===== src/rtl/cipher_arbiter.sv =====
`default_nettype none
// ============================================================================
// Module      : cipher_arbiter
// Description : Round-robin arbiter and sequencer that shares one 128-bit
//               block-cipher core between two requesters. Grants one job at
//               a time, drives the core start/operand interface, waits for
//               completion under a watchdog and returns the result (done)
//               or a timeout (err) to the owning requester.
// Revision    : 1.0 - initial release
// ----------------------------------------------------------------------------
// Ports:
//   clk, reset           clock; synchronous active-high reset
//   req0/req1            job request, held high until the matching ack
//   text0/1, key0/1      job operands, valid while req is high
//   ack0/ack1            one-cycle pulse: job accepted (START cycle)
//   done0/done1          one-cycle pulse: result valid for that requester
//   err0/err1            one-cycle pulse: job timed out, result forced to 0
//   result               job result, valid with a done pulse
//   busy                 high whenever the sequencer is not idle
//   core_start           one-cycle start pulse to the core
//   core_text/core_key   operand registers, stable for the whole job
//   core_done            core completion strobe (only honoured while waiting)
//   core_result          core output, valid with core_done
// ============================================================================
module cipher_arbiter #(
  parameter int unsigned TIMEOUT = 64
) (
  input  logic         clk,
  input  logic         reset,
  input  logic         req0,
  input  logic         req1,
  input  logic [127:0] text0,
  input  logic [127:0] text1,
  input  logic [127:0] key0,
  input  logic [127:0] key1,
  output logic         ack0,
  output logic         ack1,
  output logic         done0,
  output logic         done1,
  output logic         err0,
  output logic         err1,
  output logic [127:0] result,
  output logic         busy,
  output logic         core_start,
  output logic [127:0] core_text,
  output logic [127:0] core_key,
  input  logic         core_done,
  input  logic [127:0] core_result
);

  localparam int c_cnt_w = $clog2(TIMEOUT) + 1;
  localparam logic [c_cnt_w-1:0] c_cnt_last = c_cnt_w'(TIMEOUT - 1);
  localparam logic [c_cnt_w-1:0] c_cnt_one  = c_cnt_w'(1);

  typedef enum logic [1:0] {
    ST_IDLE  = 2'd0,
    ST_START = 2'd1,
    ST_WAIT  = 2'd2
  } state_t;

  state_t               r_state, w_state;
  logic                 r_owner, w_owner;
  logic                 r_prio, w_prio;
  logic [c_cnt_w-1:0]   r_cnt, w_cnt;
  logic [127:0]         r_text, w_text;
  logic [127:0]         r_key, w_key;
  logic [127:0]         r_result, w_result;
  logic [1:0]           r_ack, w_ack;
  logic [1:0]           r_done, w_done;
  logic [1:0]           r_err, w_err;
  logic                 r_core_start, w_core_start;
  logic                 w_grant;

  always_ff @(posedge clk) begin
    if (reset) begin
      r_state      <= ST_IDLE;
      r_owner      <= 1'b0;
      r_prio       <= 1'b0;
      r_cnt        <= '0;
      r_text       <= '0;
      r_key        <= '0;
      r_result     <= '0;
      r_ack        <= '0;
      r_done       <= '0;
      r_err        <= '0;
      r_core_start <= 1'b0;
    end else begin
      r_state      <= w_state;
      r_owner      <= w_owner;
      r_prio       <= w_prio;
      r_cnt        <= w_cnt;
      r_text       <= w_text;
      r_key        <= w_key;
      r_result     <= w_result;
      r_ack        <= w_ack;
      r_done       <= w_done;
      r_err        <= w_err;
      r_core_start <= w_core_start;
    end
  end

  always_comb begin
    w_state      = r_state;
    w_owner      = r_owner;
    w_prio       = r_prio;
    w_cnt        = r_cnt;
    w_text       = r_text;
    w_key        = r_key;
    w_result     = r_result;
    w_ack        = 2'b00;
    w_done       = 2'b00;
    w_err        = 2'b00;
    w_core_start = 1'b0;
    // Sole requester wins outright; a tie goes to the favoured requester.
    w_grant      = (req0 && req1) ? r_prio : req1;

    case (r_state)
      ST_IDLE: begin
        if (req0 || req1) begin
          w_state      = ST_START;
          w_owner      = w_grant;
          w_text       = w_grant ? text1 : text0;
          w_key        = w_grant ? key1 : key0;
          // ack and core_start are registered so they appear in the START cycle.
          w_ack        = w_grant ? 2'b10 : 2'b01;
          w_core_start = 1'b1;
        end
      end
      ST_START: begin
        w_cnt   = '0;
        w_prio  = ~r_prio;
        w_state = ST_WAIT;
      end
      ST_WAIT: begin
        // Completion takes precedence over a watchdog expiry in the same cycle.
        if (core_done) begin
          w_result = core_result;
          w_done   = r_owner ? 2'b10 : 2'b01;
          w_state  = ST_IDLE;
        end else if (r_cnt == c_cnt_last) begin
          w_result = '0;
          w_err    = r_owner ? 2'b10 : 2'b01;
          w_state  = ST_IDLE;
        end else begin
          w_cnt = r_cnt + c_cnt_one;
        end
      end
      default: begin
        w_state = ST_IDLE;
      end
    endcase
  end

  assign ack0       = r_ack[0];
  assign ack1       = r_ack[1];
  assign done0      = r_done[0];
  assign done1      = r_done[1];
  assign err0       = r_err[0];
  assign err1       = r_err[1];
  assign result     = r_result;
  assign busy       = (r_state != ST_IDLE);
  assign core_start = r_core_start;
  assign core_text  = r_text;
  assign core_key   = r_key;

endmodule
`default_nettype wire


===== config.mk =====
export PLATFORM = sky130hd
export DESIGN_NAME = cipher_arbiter
export DESIGN_NICKNAME = d
export VERILOG_FILES = /design/src/rtl/cipher_arbiter.sv
export SDC_FILE = /design/constraint.sdc
export NUM_CORES = 1
export LEC_CHECK = 0
export CAP_MARGIN = 5
export CORE_AREA = 4 4 398 400
export CTS_BUF_LIST = sky130_fd_sc_hd__clkbuf_4
export CTS_CLUSTER_DIAMETER = 80
export DETAILED_ROUTE_END_ITERATION = 12
export DIE_AREA = 0 0 402 404
export PLACE_DENSITY_LB_ADDON = 0.05
export SLEW_MARGIN = 20
export SYNTH_ARGS = -nofsm -noshare
export SYNTH_HDL_FRONTEND = slang
export SYNTH_SLANG_ARGS = --single-unit

===== constraint.sdc =====
create_clock -name clk -period 2.39 [get_ports clk]
set_clock_uncertainty 0.1 [all_clocks]
set_input_delay 0.478 -clock clk [delete_from_list [all_inputs] [get_ports clk]]
set_output_delay 0.478 -clock clk [all_outputs]
set_load 0.01 [all_outputs]

# == Word level (Yosys, flattened, before mapping) ==
# Cells that the tools add are included.
# classes
n_reduce_logical,14
n_addsub,1
mux,15
bitwise_logic,6
eq_ne,7
# ops
cell,count
128-bit two-way mux,4
7-bit two-way mux,2
7-bit one-hot mux with 2 select lines,1
2-bit two-way mux,5
"7-bit by 1-bit adder with 7-bit output, second input constant",1
"7-bit by 6-bit equality test with 1-bit output, second input constant",1
"2-bit inequality test, second input constant",3
1-bit NOT,6
2-bit one-hot mux with 3 select lines,1
2-bit AND reduction,3
2-bit nonzero test,3
3-bit OR reduction,2
4-bit OR reduction,1
"3-bit inequality test, second input constant",1
3-bit AND reduction,1
"2-bit by 1-bit equality test with 1-bit output, second input constant",1
"2-bit equality test, second input constant",1
2-bit zero test,1
1-bit two-way mux,2
2-bit OR reduction,1
1-bit logical AND,1
1-bit logical OR,1
# word_totals
out_inout_bits,392
reg_bits,402

# == Depth between registers and ports, before layout ==
# Gate-level depths: netlist of run 1.
# logic_depth
ltp_word,4
mapped_depth,8
depth_no_buf,5

# == Least setup slack after synthesis of run 1 ==
# Ideal clock, no wire load.
# synth_timing
kind,flip-flop to flip-flop
start,reg r_cnt[0]
end,reg r_result[107] (netlist: result[107])
synth_period_minus_slack_ps,1813
setup_slack_ps,577
setup_time_ps,117
path_stages_with_launch,8
arrival_time_ps,1597
path_buffers,2
required_ps,2173
cell_sequence,dfxtp_1 -> ha_1 -> and4_1 -> a21oi_2 -> o21ba_2 -> buf_2 -> buf_2 -> a22o_1
# synth_via
elab_chain_cells,3
# synth_lines
element,line,source
"start, declared",64,"logic [c_cnt_w-1:0] r_cnt, w_cnt;"
"start signal, assigned",91,r_cnt <= w_cnt;
7-bit by 6-bit equality test with 1-bit output,140,end else if (r_cnt == c_cnt_last) begin
2-bit nonzero test (no source line),-,
2-bit AND reduction (no source line),-,
"end signal, assigned",94,r_result <= w_result;
"end, declared",67,"logic [127:0] r_result, w_result;"
# No other way between the ends.
# A chain may end at the register's enable or synchronous reset.

# == Worst setup path after layout of run 1 ==
# layout_timing
start,reg r_state[1]
end,reg r_key[71] (netlist: core_key[71])
# layout_via
elab_chain_cells,2
# layout_lines
element,line,source
"start, declared",61,"state_t r_state, w_state;"
"start signal, assigned",88,r_state <= w_state;
2-bit zero test,117,case (r_state)
2-bit AND reduction (no source line),-,
"end signal, assigned",93,r_key <= w_key;
"end, declared",66,"logic [127:0] r_key, w_key;"
# No other way between the ends.

==> results of run 1 <==
## cells in the final DEF (no fill, tap or decap), types with 2 or more instances in the layout
cell type / Yosys / layout
a31oi_1: 2 / 2
buf_12: 0 / 33
dfxtp_1: 402 / 369
nand2b_1: 3 / 3
nor2b_1: 4 / 4
a311oi_1: 256 / 248
dfxtp_4: 0 / 4
dlygate4sd3_1: 0 / 640
buf_4: 10 / 81
nand3b_1: 2 / 2
a22o_1: 128 / 128
clkdlybuf4s15_1: 0 / 27
clkinvlp_4: 0 / 2
dlymetal6s4s_1: 0 / 2
diode_2: 0 / 46
clkdlybuf4s50_1: 0 / 643
buf_8: 0 / 3
nand2_1: 518 / 518
o21ai_0: 3 / 3
a311oi_2: 0 / 8
dfxtp_2: 0 / 29
o32ai_1: 2 / 2
inv_1: 4 / 3
buf_6: 0 / 10
buf_16: 0 / 9
dlygate4sd2_1: 0 / 6
clkbuf_16: 0 / 7
bufinv_16: 0 / 2
buf_2: 92 / 265
nor2_1: 266 / 266
and2_1: 3 / 3
o21a_4: 0 / 2
clkinv_1: 0 / 13
inv_2: 0 / 2
nor3_1: 4 / 4
clkdlybuf4s15_2: 0 / 57
clkinv_4: 0 / 3
inv_6: 0 / 6
clkbuf_4: 0 / 223
## registers in the layout (all words and copies together) (netlist names)
register	cells
result	128
r_state	2
core_key	128
r_cnt	7
r_ack	2
r_err	2
r_owner	1
r_prio	1
core_text	128
r_done	2
core_start	1
## worst min-delay path by stage
stage | from | endpoint | slack (ps) | cells after the start
after global routing | key1[59] | core_key[59] | 50 | 4
after detailed placement | r_cnt[6] | r_cnt[6] | 330 | 2
after floorplan | r_cnt[6] | r_cnt[6] | 310 | 2
after CTS | req1 | r_ack[1] | 110 | 4
after global placement | r_cnt[6] | r_cnt[6] | 330 | 2
final | key1[59] | core_key[59] | 210 | 4
## cells by family (layout without fill, tap and decap cells)
logic type	Yosys count	in the layout	share of synthesized area, %
xor+xnor	1	1	0.0564
other cells	0	46	0
compound gates	405	405	22.7
mux	1	1	0.0645
simple gates	808	808	20.0
buf+inv	178	2039	5.29
fa+ha+maj	1	1	0.0806
flops	402	402	51.8
## metal layers
metal  part of all wire (%)  GRT usage, %
met3                    9.3          6.42
met1                     36          13.7
met2                     50          23.9
met4                    4.5          7.05
met5                   0.12             0
## area by class of cell
cell class	instances	area (µm²)
Multi-Input combinational cell	1216	6750
Tap cell	2058	2570
Clock inverter	28	218
Antenna cell	46	115
Inverter	4	15.0
Clock buffer	223	1670
Timing Repair Buffer	1784	17000
Fill cell	17200	119000
Sequential cell	402	8100
## worst max-delay path: stages (launching register included)
cell and delay (ps):
dfxtp_2 340, nor2_4 40, buf_4 140, o21a_4 150, buf_12 140, clkbuf_16 170, buf_4 160, clkbuf_16 170
a311oi_1 240, dlygate4sd3_1 590
## power groups by stage
| stage | clock (µW) | sequential [µW] | combinational, µW |
|---|---|---|---|
| final | 8370 | 7700 | 6360 |
| after global routing | 9340 | 7770 | 6900 |
| after CTS | 9030 | 7710 | 6240 |
| after detailed placement | 0 | 7840 | 5350 |
| after global placement | 0 | 7840 | 5350 |
| after floorplan | 0 | 8050 | 1580 |
## per-stage QoR
| stage | instances | total power, µW | instance area [µm²] | setup TNS (ps) |
|---|---|---|---|---|
| finish | 5761 | 22400 | 36500 | 0 |
| global route | 5751 | 24000 | 36400 | -851 |
| CTS | 5699 | 23000 | 35900 | -74.0 |
| detailed placement | 4804 | 13200 | 28900 | -50930 |
| global placement | 4804 | 13200 | 28900 | -52060 |
| floorplan | 1796 | 9630 | 15500 | 0 |
## timing repair
action	in CTS	in global routing
hold buffers	642	6
setup endpoints to repair	392	85
buffers inserted	2	8
gates cloned	0	8
endpoints found under the hold margin	401	6
resized for setup	1547	34
pin swaps	1	4
==> results.py, run 1 <==
metrics = {
    "sta": {
        "fin_crit_ps": 2310,
        "final_hold_viol_count": 0,
        "rsz0062_at_grt": "true",
        "fin_crit_sh_pct": 96.8,
        "slew_headroom_pct": 53.1,
        "max_freq_ghz": 0.432,
        "slew_violations": 0,
        "setup_slack_ps": 75.5,
        "worst_pin_slew_ps": 703,
        "hold_ws_ps": 210,
        "finalSetupViolCount": 0,
    },
    "setup_path": {
        "worstPathMaxFanout": 10,
        "r2r_cells": 9,
        "rrSetupSlack_ps": 80,
        "startpoint": "r_state[1]",
        "critical_path_required_ps": 3240,
        "r2r-start": "r_state[1]",
        "crit_end": "core_key[71]",
        "worstSetupPathType": "flip-flop to flip-flop",
        "worst_ep_arrival_time_ps": 3160,
        "r2r-end": "core_key[71]",
        "endpoint_kind": "flip-flop",
        "startpoint_type": "flip-flop",
    },
    "grt": {
        "grt.total_usage_pct": 13.7,
        "grt_pass1_vias": 22800,
        "grt_overflow": 0,
        "grt_max_degree": 119,
        "grt_pass1_wl_um": 162000,
        "grt_antenna_before_repair": 55,
    },
    "route": {
        "wire_per_inst_um": 20.5,
        "dr.first_iter.drc_count": 836,
        "drt_wl_total_um": 118000,
        "drt-pass1-iter-count": 5,
        "vias": 21100,
        "drc_errors": 0,
        "ant_nets": 0,
        "viasPerCell": 3.67,
    },
    "pwr": {
        "power.leakage_uw": 0.0153,
        "p_per_area_nw_per_um2": 615,
        "vdd_drop_max_mv": 0.328,
        "swShare_pct": 31.7,
        "combPwrFrac_pct": 28.4,
        "power_frac_seq_pct": 34.3,
        "power_switching_uw": 7110,
        "power_frac_clock_pct": 37.3,
        "p_int_uw": 15300,
    },
    "placed_design": {
        "post-dp-hpwl_um": 88600,
        "place_ws_ps": -370,
        "io_buffers": 1036,
        "gp_congestion": 0.786,
    },
    "die": {
        "start_util_pct": 10.0,
        "dieArea_um2": 162000,
        "die_y_um": 404,
        "fp.dieW_um": 402,
        "core-area_um2": 155000,
        "rows": 145,
        "design.portCount": 1037,
    },
    "run": {
        "drv_cap": 0,
    },
    "logic_synthesis": {
        "netlist_top_cells_area": "dfxtp_1, a311oi_1, nand2_1",
        "syn_inst": 1796,
        "synth_top_area_share_pct": 51.8,
        "ys_types": 42,
        "synth_nets": 2442,
        "synth-seq-cells": 402,
        "synth.most_common_cell": "nand2_1",
        "yosys-top-cells-count": "nand2_1, dfxtp_1, nor2_1, a311oi_1, a22o_1",
        "ys_seq_area_share_pct": 51.8,
        "yosys.area.top_type": "dfxtp_1",
        "synthArstFlopShare_pct": 0,
        "synth_ff_type": "dfxtp_1",
        "synth-edff-count": 0,
        "syn_area_um2": 15500,
        "yosysWarnings": 0,
        "synth.avg_cell_area_um2": 8.64,
    },
    "cts": {
        "cts_buffers": 148,
        "cts_root_buffer": "clkbuf_4",
        "cts.path.max_buffers": 3,
        "htreeDepth": 4,
        "clkTransAtPathRegs_ps": 50,
        "clk_latency_ps": 1020,
        "cts_tree": "yes",
        "cts_sinks": 402,
    },
    "worst_hold_path": {
        "hold_class": "primary input to flip-flop",
    },
    "cells_and_area": {
        "final_util_pct": 23.5,
        "areaGrowthSynthToFinish_pct": 135,
        "final_nets": 4202,
        "drive_gt1_share_pct": 20.6,
    },
    "outcome": {
        "outcome": "finished, final reports clean",
    },
}
Power figures use the tool's default switching activity.
==> run 2: changes to the inputs <==
==> constraint.sdc (replaced) <==
create_clock -name clk -period 2.6 [get_ports clk]
set_clock_uncertainty 0.1 [all_clocks]
set_input_delay 0.52 -clock clk [delete_from_list [all_inputs] [get_ports clk]]
set_output_delay 0.52 -clock clk [all_outputs]
set_load 0.01 [all_outputs]
==> results.py, run 2 (synthesized netlist as in run 1, its figures left out) <==
metrics = {
    "run": {
        "drv_cap": 0,
    },
    "route": {
        "drt-pass1-iter-count": 6,
        "vias": 20700,
        "drt_wl_total_um": 116000,
        "wire_per_inst_um": 20.3,
        "viasPerCell": 3.63,
        "dr.first_iter.drc_count": 685,
        "ant_nets": 0,
        "drc_errors": 0,
    },
    "setup_path": {
        "slowest_delay_ps": 370,
        "crit_buf_inv": 1,
        "rrSetupSlack_ps": 220,
        "r2r-end": "core_key[29]",
        "cpMaxStageDelayCell": "dlygate4sd2_1",
        "worstPathMaxFanout": 2,
        "startpoint_type": "flip-flop",
        "crit_family": "buffers and inverters",
        "worst_ep_arrival_time_ps": 1760,
        "critical_path_required_ps": 1980,
        "endpoint_kind": "primary output",
        "r2r_cells": 8,
        "r2r-start": "r_state[0]",
        "crit_chain": "dlygate4sd2_1",
        "worstSetupPathType": "flip-flop to primary output",
    },
    "placed_design": {
        "post-dp-hpwl_um": 87700,
        "io_buffers": 1036,
        "gp_congestion": 0.802,
        "place_area_um2": 28600,
        "dp.cells": 4780,
    },
    "grt": {
        "grt_max_degree": 124,
        "grt.total_usage_pct": 13.7,
        "grt_pass1_vias": 22500,
        "grt_pass1_wl_um": 162000,
        "grt_overflow": 0,
        "grt_antenna_before_repair": 50,
    },
    "cells_and_area": {
        "final_nets": 4160,
        "fillers": 17200,
        "drive_gt1_share_pct": 9.56,
        "layout_commonest_cell": "clkdlybuf4s50_1",
        "final_cells": 5707,
        "mostFrequentLayoutCells": "clkdlybuf4s50_1, dlygate4sd3_1, nand2_1",
        "stdcell_area_um2": 36600,
        "areaGrowthSynthToFinish_pct": 136,
    },
    "pwr": {
        "power.leakage_uw": 0.0157,
        "p_per_area_nw_per_um2": 558,
        "finalPower_uw": 20400,
        "vdd_drop_max_mv": 0.309,
    },
    "worst_hold_path": {
        "whs_path_depth": 3,
        "hold_class": "primary input to flip-flop",
        "worstHoldStart": "key1[95]",
        "min_to": "core_key[95]",
    },
    "sta": {
        "tns_ps": 0,
        "fin_crit_sh_pct": 91.5,
        "final_hold_viol_count": 0,
        "finalSetupViolCount": 0,
        "hold_ws_ps": 155,
        "max_freq_ghz": 0.420,
        "fin_crit_ps": 2380,
        "slew_headroom_pct": 40.5,
        "worst_pin_slew_ps": 892,
        "slew_violations": 0,
    },
    "die": {
        "dieArea_um2": 162000,
        "fp.dieW_um": 402,
        "start_util_pct": 10.0,
        "die_y_um": 404,
        "design.portCount": 1037,
        "core-area_um2": 155000,
        "rows": 145,
    },
    "outcome": {
        "outcome": "finished, final reports clean",
    },
    "cts": {
        "cts_root_buffer": "clkbuf_4",
        "cts_buffers": 148,
        "cts_sinks": 402,
        "clk_latency_ps": 1010,
        "cts.path.max_buffers": 3,
        "clkTransAtPathRegs_ps": 60,
        "htreeDepth": 4,
        "cts_tree": "yes",
    },
}
[run 2: changes by cell type in the layout (fill, tap and decap cells not counted), sizes merged]
cell / change
dlymetal6s4s: -2
dlygate4sd3: -1
bufinv: +3
clkdlybuf4s15: -34
inv: -3
buf: -327
clkbuf: -13
dlygate4sd2: +329
diode: -6
[run 2: cell type report]
type                    instances  area, µm²  area share (%)
inverters                       4       15.0          0.0410
clock buffers                 217       1630            4.45
repair buffers               1742      17300            47.2
flip-flops and latches        402       8060            22.0
multi-input cells            1216       6700            18.3
diodes                         40        100           0.273
well taps                    2058       2570            7.03
clock inverters                28        274           0.748
[run 2: metrics by stage]
step,setup slack (ps),utilization (%)
after detailed placement,24.8,18.4
after global routing,-34.9,23.6
final,220,23.6
after CTS,-170,23.5
after global placement,-14.4,18.4
after floorplan,787,-
[run 2: how the worst max path moves through the flow]
stage	from	to	depth (start not counted)
after floorplan	r_cnt[0]	result[107]	7
after global placement	req0	core_key[103]	7
after detailed placement	req0	core_key[33]	7
after CTS	r_state[0]	busy	3
after global routing	r_state[0]	busy	3
final	core_key[105]	core_key[105]	1
[run 2: worst register-to-register path, delay by kind of cell (launching register included)]
family | cells | cell delay [ps]
compound gates | 2 | 410
flops | 1 | 350
buf+inv | 4 | 1240
simple gates | 2 | 250
[run 2: per-layer routing]
| metal | track usage (%) | part of all wire [%] | vias up |
|---|---|---|---|
| met5 | 0 | 0.14 | - |
| met4 | 5.88 | 3.5 | 22 |
| met3 | 6.62 | 9.7 | 219 |
| met2 | 24.4 | 51 | 798 |
| met1 | 13.6 | 36 | 9701 |
| li1 | - | - | 9951 |
[run 2: timing repair]
action,4_1_cts,5_1_grt
resized for setup,496,6
hold buffers,639,0
pin swaps,0,1
hold endpoints to repair,400,0
setup endpoints to repair,392,2
cloned,0,0
setup buffers,0,3
[run 2: power by group]
group / switching [µW] / leakage, µW / total, µW / internal, µW
sequential: 322 / 0.00331 / 7060 / 6740
clock: 3490 / 0.00112 / 7770 / 4270
combinational: 2500 / 0.0113 / 5600 / 3100
